==> src/rtl/reset_run_ctrl.sv <==
// Reset sequencer and run watchdog: staggered per-channel reset release, then a
// counted run that ends on halt or timeout. Soft restart re-enters the hold phase.
module reset_run_ctrl #(
   parameter int unsigned RST_CYCLES     = 2,
   parameter int unsigned NUM_CH         = 1,
   parameter int unsigned STAGGER        = 0,
   parameter int unsigned TIMEOUT_CYCLES = 2000,
   parameter int unsigned CNT_W          = 32
) (
   input  logic              clk,
   input  logic              rst,
   input  logic              halt_i,
   input  logic              restart_i,
   output logic [NUM_CH-1:0] core_rst,
   output logic              running,
   output logic              done,
   output logic              timeout,
   output logic [CNT_W-1:0]  cycle_cnt
);

   localparam int unsigned LAST  = RST_CYCLES + (NUM_CH - 1) * STAGGER;
   localparam int unsigned SEQ_W = $clog2(LAST + 1);

   typedef enum logic [2:0] {StHold, StRelease, StRun, StDone, StTout} state_e;

   state_e            state_q, state_d;
   logic [SEQ_W-1:0]  seq_q, seq_d, seq_inc;
   logic [NUM_CH-1:0] core_rst_q, core_rst_d;
   logic              running_q, running_d;
   logic              done_q, done_d;
   logic              timeout_q, timeout_d;
   logic [CNT_W-1:0]  cnt_q, cnt_d, cnt_sat;
   logic [63:0]       cnt_inc64;
   logic              tout_hit;

   always_comb begin
      state_d    = state_q;
      seq_d      = seq_q;
      core_rst_d = core_rst_q;
      running_d  = running_q;
      done_d     = done_q;
      timeout_d  = timeout_q;
      cnt_d      = cnt_q;

      seq_inc   = seq_q + SEQ_W'(1);
      cnt_sat   = (&cnt_q) ? cnt_q : cnt_q + CNT_W'(1);
      // Timeout compares the unsaturated increment so a wide limit never aliases.
      cnt_inc64 = 64'(cnt_q) + 64'd1;
      tout_hit  = (TIMEOUT_CYCLES != 0) && (cnt_inc64 == 64'(TIMEOUT_CYCLES));

      unique case (state_q)
         StHold, StRelease: begin
            seq_d = seq_inc;
            for (int unsigned i = 0; i < NUM_CH; i++) begin
               if (seq_inc == SEQ_W'(RST_CYCLES + i * STAGGER)) core_rst_d[i] = 1'b0;
            end
            if (seq_inc == SEQ_W'(LAST)) begin
               state_d   = StRun;
               running_d = 1'b1;
               cnt_d     = '0;
            end else if (seq_inc >= SEQ_W'(RST_CYCLES)) begin
               state_d = StRelease;
            end
         end
         StRun: begin
            cnt_d = cnt_sat;
            if (halt_i) begin
               state_d   = StDone;
               running_d = 1'b0;
               done_d    = 1'b1;
            end else if (tout_hit) begin
               state_d   = StTout;
               running_d = 1'b0;
               timeout_d = 1'b1;
            end
         end
         default: ;
      endcase

      // Soft restart behaves as a synchronous reset; in hold it just extends the hold.
      if (restart_i) begin
         state_d    = StHold;
         seq_d      = '0;
         core_rst_d = '1;
         running_d  = 1'b0;
         done_d     = 1'b0;
         timeout_d  = 1'b0;
         cnt_d      = '0;
      end
   end

   always_ff @(posedge clk) begin
      if (rst) begin
         state_q    <= StHold;
         seq_q      <= '0;
         core_rst_q <= '1;
         running_q  <= 1'b0;
         done_q     <= 1'b0;
         timeout_q  <= 1'b0;
         cnt_q      <= '0;
      end else begin
         state_q    <= state_d;
         seq_q      <= seq_d;
         core_rst_q <= core_rst_d;
         running_q  <= running_d;
         done_q     <= done_d;
         timeout_q  <= timeout_d;
         cnt_q      <= cnt_d;
      end
   end

   assign core_rst  = core_rst_q;
   assign running   = running_q;
   assign done      = done_q;
   assign timeout   = timeout_q;
   assign cycle_cnt = cnt_q;

endmodule

==> config.mk <==
export PLATFORM = sky130hd
export DESIGN_NAME = reset_run_ctrl
export DESIGN_NICKNAME = d
export VERILOG_FILES = /design/src/rtl/reset_run_ctrl.sv
export SDC_FILE = /design/constraint.sdc
export NUM_CORES = 1
export LEC_CHECK = 0
export CORE_ASPECT_RATIO = 0.8
export CORE_MARGIN = 3
export CORE_UTILIZATION = 45
export DETAILED_ROUTE_END_ITERATION = 10
export GPL_ROUTABILITY_DRIVEN = 0
export GPL_TIMING_DRIVEN = 0
export PLACE_DENSITY = 0.77
export SYNTH_ARGS = -nofsm -noshare
export SYNTH_HDL_FRONTEND = slang
export SYNTH_SLANG_ARGS = --single-unit
==> constraint.sdc <==
create_clock -name clk -period 2.9 [get_ports clk]
set_clock_uncertainty 0.2 [all_clocks]
set_input_delay 0.58 -clock clk [delete_from_list [all_inputs] [get_ports clk]]
set_output_delay 0.58 -clock clk [all_outputs]
set_load 0.1 [all_outputs]
==> Flow_metrics.wiki <==
{| class="wikitable"
! Metric !! Value
|-
| Residual DRC count || 0
|-
| Seq. cell area || 893 um^2
|-
| Smallest hold slack || 0.257 ns
|-
| Cell area after technology mapping || 0.00272 mm^2
|-
| Worst Path Max Fanout || 8
|-
| EDFF count, synth || 0
|-
| Placed cell areas || 0.00331 mm^2
|-
| Final Hold Viols || 0
|-
| Most area-consuming cells after synthesis || sky130_fd_sc_hd__dfxtp_1, sky130_fd_sc_hd__nor2_1, sky130_fd_sc_hd__a21oi_1
|-
| Num ports || 40
|-
| Total chip power || 1.10 mW
|-
| Top-area cell type share of the netlist area || 0.301
|-
| Detailed Routing Iterations Pass 1 || 7
|-
| Pin count of the biggest net entering global routing || 14
|-
| Max Fclk || 0.355 GHz
|-
| Status || finished, final reports clean
|-
| Share of flip-flops with an asynchronous set or reset after synthesis || 0
|-
| Cell type contributing the most total cell area after synthesis || sky130_fd_sc_hd__dfxtp_1
|-
| Number of antenna violations at the first check in global routing || 0
|-
| Synthesized netlist cell count || 364
|-
| Per-cell via count in the routed design || 6.02
|-
| Final instance area || 0.00354 mm^2
|-
| Arr. time, crit path || 2.81 ns
|-
| Setup repair after global routing missed its margin || yes
|-
| Cell Pwr Density || 311 mW/mm^2
|-
| Commonest register cell after synthesis || sky130_fd_sc_hd__dfxtp_1
|-
| Most common library cell in the layout ignoring fill and taps || sky130_fd_sc_hd__nor2_1
|-
| Core Rows || 24
|-
| Global-route total usage across every layer || 0.236
|-
| Antenna Nets Post-Route || 0
|-
| Average footprint of a synthesized cell || 7.48 um^2
|-
| Sw power || 0.315 mW
|-
| Post-layout minimum cycle time || 2.82 ns
|-
| Count of buffers from port buffering || 39
|-
| Post-cts hold buffer count || 0
|-
| Clock Latency Late Sink || 0.31 ns
|-
| Area grow syn2layout || 29.9%
|-
| Post-Route Utilization || 0.627
|-
| Final routed wire length divided by cell count || 16.5 um
|-
| Layout filler cell count || 548
|-
| Final #Nets || 427
|-
| P_int || 0.786 mW
|-
| Final antenna diode count || 0
|-
| Relative slew slack || 0.340
|-
| Gate power share || 0.118
|-
| Sequential fraction of the synthesis area || 0.301
|-
| Count of final setup violators || 0
|-
| Clock power frac || 0.374
|-
| Clock tree from TritonCTS || done
|-
| Die span in y || 75.6 um
|-
| Critical path capture point type || flop
|-
| Type of the setup path with the least slack || reg -> reg
|-
| Nets in the synthesized netlist || 371
|-
| Proportion of total power due to net switching || 0.286
|-
| Initial cell density of the core || 0.482
|-
| H-tree lvl count || 2
|-
| DRT Wirelength || 8220 um
|-
| Required time reported for the critical path endpoint || 2.90 ns
|-
| Total global routing overflow || 0
|-
| Final count of pins violating max slew || 0
|-
| Post-detail-place hpwl || 5630 um
|-
| Placeable core region || 0.00565 mm^2
|-
| Leakage power || 1.23 nW
|-
| Area of the die || 0.00703 mm^2
|-
| Number of register bits inferred by synthesis || 41
|-
| Final Cycle Share || 0.971
|-
| Via count of the routed design || 3,005
|-
| Clock-pin slew reported for the worst setup and hold paths after clock tree synthesis || 0.09 ns
|-
| Worst min-delay path category || reg -> reg
|-
| Count of routing violations after the opening detailed-route iteration || 221
|-
| Sequential share of power || 0.507
|-
| Worst voltage drop across the vdd grid || 0.248 mV
|-
| Total CTS buffers || 5
|-
| Number of clock sinks || 41
|-
| First-pass GRT wire length || 13,100 um
|-
| Setup slack of the most critical reg-to-reg path || 0.08 ns
|-
| Kind of start point of the critical path || flop
|-
| Yosys warnings || 0
|-
| Root cell of the clock tree || sky130_fd_sc_hd__clkbuf_8
|-
| Slew at the pin with the worst max-slew slack || 0.987 ns
|-
| Fraction of final layout cells sized beyond drive strength 1 || 0.216
|-
| Commonest cells after routing, fill and taps aside || sky130_fd_sc_hd__nor2_1, sky130_fd_sc_hd__clkdlybuf4s50_1, sky130_fd_sc_hd__a21oi_1
|-
| Number of global-route vias before repair || 2,635
|-
| Synth unique cells || 57
|-
| Multi-input gate area in the final layout || 0.00179 mm^2
|-
| Maxcap violations || 0
|-
| Die boundary width || 93.0 um
|-
| Deepest clock path buffer count || 2
|}
==> final timing paths <==
| path | startpoint | end | cells after the start |
|---|---|---|---|
| max reg2reg | cycle_cnt[0]$_SDFFE_PP0P_ | state_q[1]$_SDFFE_PP0P_ | 10 |
| min | core_rst$_SDFFE_PP1P_ | core_rst$_SDFFE_PP1P_ | 2 |
| min reg2reg | core_rst$_SDFFE_PP1P_ | core_rst$_SDFFE_PP1P_ | 2 |
| max | cycle_cnt[0]$_SDFFE_PP0P_ | state_q[1]$_SDFFE_PP0P_ | 10 |
==> routing by layer <==
metal	share of wire	wire, um	vias to the layer above	global-route usage
met5	0	0	-	0
met4	0.013	111	0	0.0715
met3	0.087	716	13	0.0444
met2	0.45	3730	152	0.375
met1	0.45	3670	1403	0.329
li1	-	-	1437	-
==> registers in the layout, indices dropped and copies added, names as in the netlist <==
name / cells
seq_q: 2
running: 1
cycle_cnt: 32
core_rst: 1
state_q: 3
timeout: 1
done: 1
==> power by group through the flow <==
stage | clock network (mW) | registers, mW | logic (mW)
6_report | 0.412 | 0.559 | 0.130
5_1_grt | 0.440 | 0.560 | 0.142
4_1_cts | 0.414 | 0.558 | 0.125
3_5_place_dp | 0 | 0.572 | 0.121
3_3_place_gp | 0 | 0.572 | 0.119
2_1_floorplan | 0 | 0.583 | 0.0711
==> repair_timing <==
action,4_1_cts,5_1_grt
setup buffers,13,2
endpoints found under the setup margin,37,26
gates resized for setup,5,13
pin swaps,10,7
==> cell families (layout without fill, tap and decap cells) <==
| logic type | Yosys count | in the layout | synth area share |
|---|---|---|---|
| flip-flops | 41 | 41 | 0.301 |
| AO/OA/AOI/OAI | 99 | 99 | 0.221 |
| XOR/XNOR | 9 | 9 | 0.0289 |
| multiplexers | 5 | 5 | 0.0184 |
| buffers and inverters | 29 | 86 | 0.0615 |
| AND/OR/NAND/NOR | 178 | 178 | 0.355 |
| adder cells (fa/ha/maj) | 3 | 3 | 0.0138 |
==> synthesized netlist by cell type, types with 3 or more instances <==
library cell,n
sky130_fd_sc_hd__a21oi_1,38
sky130_fd_sc_hd__a311oi_1,5
sky130_fd_sc_hd__a31oi_1,6
sky130_fd_sc_hd__and2_1,6
sky130_fd_sc_hd__and3_1,4
sky130_fd_sc_hd__and4_1,3
sky130_fd_sc_hd__clkbuf_1,15
sky130_fd_sc_hd__clkbuf_8,4
sky130_fd_sc_hd__dfxtp_1,41
sky130_fd_sc_hd__ha_1,3
sky130_fd_sc_hd__inv_1,4
sky130_fd_sc_hd__mux2i_1,5
sky130_fd_sc_hd__nand2_1,38
sky130_fd_sc_hd__nand3_1,13
sky130_fd_sc_hd__nand4_1,11
sky130_fd_sc_hd__nand4b_1,4
sky130_fd_sc_hd__nor2_1,52
sky130_fd_sc_hd__nor3_1,12
sky130_fd_sc_hd__nor4_1,7
sky130_fd_sc_hd__o21a_1,3
sky130_fd_sc_hd__o21ai_0,29
sky130_fd_sc_hd__or2_2,4
sky130_fd_sc_hd__or3_1,4
sky130_fd_sc_hd__xnor2_1,6
sky130_fd_sc_hd__xor2_1,3
==> through the flow <==
stage | TNS [ns] | std cells | worst slack (ns)
floorplan | -0.0110 | 364 | -0.0110
detailed placement | -13.60 | 481 | -0.516
finish | 0 | 499 | 0.0834
global route | -0.156 | 499 | -0.0539
global placement | -11.82 | 481 | -0.475
CTS | 0 | 500 | 0.0139
==> area by class of cell <==
| cell class | count | share of cell area |
|---|---|---|
| clock buffer | 7 | 0.0244 |
| timing repair buffer | 54 | 0.144 |
| sequential | 41 | 0.252 |
| tap | 78 | 0.0276 |
| inverter | 4 | 0.00424 |
| clock inverter | 1 | 0.00212 |
| buffer | 20 | 0.0378 |
| multi-input combinational | 294 | 0.507 |
==> critical path, cell delays in order (launching register included) <==
cell and delay [ns]:
sky130_fd_sc_hd__dfxtp_4 0.39, sky130_fd_sc_hd__ha_4 0.18, sky130_fd_sc_hd__nand3_4 0.13, sky130_fd_sc_hd__or3_1 0.38, sky130_fd_sc_hd__buf_6 0.15, sky130_fd_sc_hd__o31ai_2 0.24, sky130_fd_sc_hd__o211ai_1 0.14, sky130_fd_sc_hd__a211o_1 0.29
sky130_fd_sc_hd__nor4_4 0.32, sky130_fd_sc_hd__o21bai_1 0.18, sky130_fd_sc_hd__a31oi_1 0.10
Note: power is estimated with default switching activity, not from simulation.
==> patch 1: new RTL, config.mk and constraints unchanged <==
Re-encode `state_e` (5 states) as Gray code, 3 bits wide.
--- a/src/rtl/reset_run_ctrl.sv
+++ b/src/rtl/reset_run_ctrl.sv
@@ -22,5 +22,5 @@
    localparam int unsigned SEQ_W = $clog2(LAST + 1);
 
-   typedef enum logic [2:0] {StHold, StRelease, StRun, StDone, StTout} state_e;
+   typedef enum logic [2:0] {StHold = 3'b000, StRelease = 3'b001, StRun = 3'b011, StDone = 3'b010, StTout = 3'b110} state_e;
 
    state_e            state_q, state_d;
Function: same outputs for any inputs over 10 cycles, from zero or initial values; not proved beyond that.
==> patch 1 against the original RTL <==
- worst setup slack improved by 5.7 ps
- core utilization decreased by 2.1 points
- wire length increased by 2.1%
- synthesized cell count decreased by 1.1%
- area after synthesis decreased by 1.8%
- cell area decreased by 4.5%
- sequential cell count unchanged
- largest cell class unchanged
Power is not compared: it rests on default switching activity, and its combinational part moved more than twofold at a synthesized area within 25%.
==> patch 1: results (changes against the original RTL) <==
Status
  • Status: finished clean (unchanged)

CTS
  • Post-CTS Setup Bufs: 1 (was 13)

Finish
  • Multi-input gate area: 1770 um2 (was 1790 um2)
  • Multi-input gate count: 281 (was 294)
  • Layout clock area frac: 2.55% (was 2.65%)
  • Fillcell total: 487 (was 548)
  • Register share of the cell area: 25.6% (was 25.2%)
  • Non-clock buffer share: 15.6% (was 18.2%)
  • Design Area, Final: 3380 um2 (was 3540 um2)
  • Share of cells above drive strength 1: 17.8% (was 21.6%)
  • Inverters, non-clock: 8 (was 4)

Synth
  • Synth Net Count: 367 (was 371)
  • Adder-cell area share of the yosys netlist: 1.40% (was 1.38%)
  • Synth Area in XOR/XNOR: 4.59% (was 2.89%)
  • Compound-Gate Fraction of Synth Area: 21.8% (was 22.1%)
  • Post-synthesis mux area share: 0.749% (was 1.84%)
  • Cell Area, Synth: 2670 um2 (was 2720 um2)
  • Cell count after synthesis: 360 (was 364)

Place
  • Dpl ws: -652 ps (was -516 ps)
  • HPWL after DPL: 5.96 mm (was 5.63 mm)
  • Cells after DPL: 477 (was 481)

Global routing
  • Overall Global Routing Usage: 24.6% (was 23.6%)
  • Vias in the first global route: 2729 (was 2635)
  • First-pass GRT wire length: 13.5 mm (was 13.1 mm)

Setup path
  • Crit path max-delay family: simple AND/OR/NAND/NOR gates (was compound AO/OA/AOI/OAI gates)
  • Crit path arrival time: 2800 ps (was 2810 ps)
  • CP max FO: 10 (was 8)
  • CP peak stage delay: 410 ps (was 390 ps)

Detailed routing
  • DR pass1 iterations: 5 (was 7)
  • Drt wl/cell: 17.4 um (was 16.5 um)
==> patch 1: cell types whose count changed in the layout (fill, tap and decap cells not counted), sizes merged, moves of 4 or more <==
cell / change
xnor2: +5
a31oi: +5
nor2: -13
clkbuf: -6
nor3: -4
nand3b: +10
inv: +4
nand2: -17
==> patch 1: final timing paths <==
path / startpoint / end / slack [ps] / cells past startpoint
worst max-delay path: cycle_cnt[0] / cycle_cnt[14] / 90 / 9
worst min-delay path: timeout / timeout / 250 / 2
worst max register to register: cycle_cnt[0] / cycle_cnt[14] / 90 / 9
worst min register to register: timeout / timeout / 250 / 2
==> patch 1: layer usage <==
metal / global-route usage (%) / wire length (um)
met1: 34.7 / 3720
met2: 39.1 / 3640
met3: 4.40 / 882
met4: 7.58 / 145
met5: 0 / 0
==> patch 1: worst min-delay path, delay by kind of cell, from the launching register on <==
kind	cells	cell delay (ps)
DFF	1	320
AOI/OAI and AO/OA	1	50
buffers and inverters	1	50
==> patch 2: new RTL, same flow settings <==
Made on the original files. `CNT_W`: 32 -> 64.
--- a/src/rtl/reset_run_ctrl.sv
+++ b/src/rtl/reset_run_ctrl.sv
@@ -6,5 +6,5 @@
    parameter int unsigned STAGGER        = 0,
    parameter int unsigned TIMEOUT_CYCLES = 2000,
-   parameter int unsigned CNT_W          = 32
+   parameter int unsigned CNT_W          = 64
 ) (
    input  logic              clk,
Ports: changed (resized cycle_cnt); port bits go from 40 to 72. No check against the original RTL was run, so the function may have changed too.
==> patch 2 against the original RTL <==
- the run now ends with negative setup slack left
- critical endpoint is now timeout
- sequential share of layout area fell by 3.5 points
- maximum frequency fell by 14%
- worst setup slack got worse by 450 ps
- area after synthesis rose by 86%
- total power rose by 110%
- sequential cell count rose by 32
- cell area rose by 110%
- wire length rose to 2.7 times the old value
==> patch 2: results (changes against the original RTL) <==
Status
  • Status: finished with violations (was finished clean)
  • Violated checks: negative setup slack

Synth
  • Yosys cell types: 60 (was 57)
  • Synth Net Count: 696 (was 371)
  • Compound-Gate Fraction of Synth Area: 21.8% (was 22.1%)

Place
  • HPWL after DPL: 14.1 mm (was 5.63 mm)
  • # port buffers: 71 (was 39)

Detailed routing
  • Metal3 WL: 3.34 mm (was 716 um)
  • DR pass1 iterations: 9 (was 7)
  • Met1 WL: 7.93 mm (was 3.67 mm)
  • WL met2: 9.42 mm (was 3.73 mm)
  • Initial drt markers: 1188 (was 221)
  • Vias/cell: 7.07 (was 6.02)
  • Drt wl/cell: 23.1 um (was 16.5 um)

CTS
  • Resize count post-CTS: 77 (was 5)
  • Clk slew on worst S/H paths: 60 ps (was 90 ps)
  • Root buf cell: clkbuf_16 (was clkbuf_8)
  • Clk Latency, worst-skew pair: 350 ps (was 310 ps)
  • H-tree levels: 3 (was 2)

Timing
  • Setup violations, final: 14 (was 0)
  • Worst setup margin: -363 ps (was 83.4 ps)

Power and ir drop
  • Seq pwr: 0.966 mW (was 0.559 mW)
  • LEAKAGE: 2.67 nW (was 1.23 nW)

Global routing
  • First-pass GRT wire length: 32.8 mm (was 13.1 mm)
  • Overall Global Routing Usage: 32.8% (was 23.6%)
  • Met3 Usage GRT: 12.2% (was 4.44%)
  • Met2 usage: 48.7% (was 37.5%)
  • Met1 usage: 41.8% (was 32.9%)

Die
  • Starting Density: 47.8% (was 48.2%)

Finish
  • Fillcell total: 744 (was 548)
  • Largest register FFs: 64 (was 32)

Setup path
  • Crit path arrival time: 3360 ps (was 2810 ps)
[patch 2: changes by cell type after synthesis, moves of 12 or more]
cell / unedited run / this run
a31oi_1: 6 / 18
and4_1: 3 / 15
nand3b_1: 0 / 14
nor2_1: 52 / 77
xnor2_1: 6 / 18
nand4_1: 11 / 23
nor3_1: 12 / 27
a21oi_1: 38 / 78
buf_2: 2 / 20
nand3_1: 13 / 35
o21ai_0: 29 / 50
dfxtp_1: 41 / 73
clkbuf_1: 15 / 30
[patch 2: logic make-up (layout without fill, tap and decap cells)]
logic type,after synthesis,in the layout
muxes,3,3
buffers and inverters,63,194
adders and majority gates,3,3
xor gates and xnor gates,30,30
AOI/OAI and AO/OA,188,189
DFF,73,73
and+or+nand+nor,329,329
[patch 2: cell type report]
| class | count | share of cell area [%] |
|---|---|---|
| timing repair buffer | 127 | 15.2 |
| buffer | 41 | 4.48 |
| tap | 140 | 2.32 |
| clock buffer | 10 | 3.31 |
| multi-input combinational | 554 | 51.5 |
| clock inverter | 6 | 0.827 |
| inverter | 10 | 0.496 |
| sequential | 73 | 21.8 |
[patch 2: through the flow]
| stage | util (%) | instances | hold slack, ps |
|---|---|---|---|
| after global routing | 71.3 | 961 | 263 |
| after detailed placement | 59.6 | 900 | 235 |
| after global placement | 59.6 | 900 | 236 |
| after floorplan | - | 689 | 278 |
| after CTS | 67.3 | 942 | 245 |
| final | 71.3 | 961 | 244 |
[patch 2: path summary, 6_finish.rpt]
check / cells past startpoint / slack (ps) / startpoint / endpoint
worst max register to register: 11 / -360 / cycle_cnt[24] / timeout
worst min-delay path: 2 / 240 / core_rst / core_rst
worst min register to register: 2 / 240 / core_rst / core_rst
worst max-delay path: 11 / -360 / cycle_cnt[24] / timeout
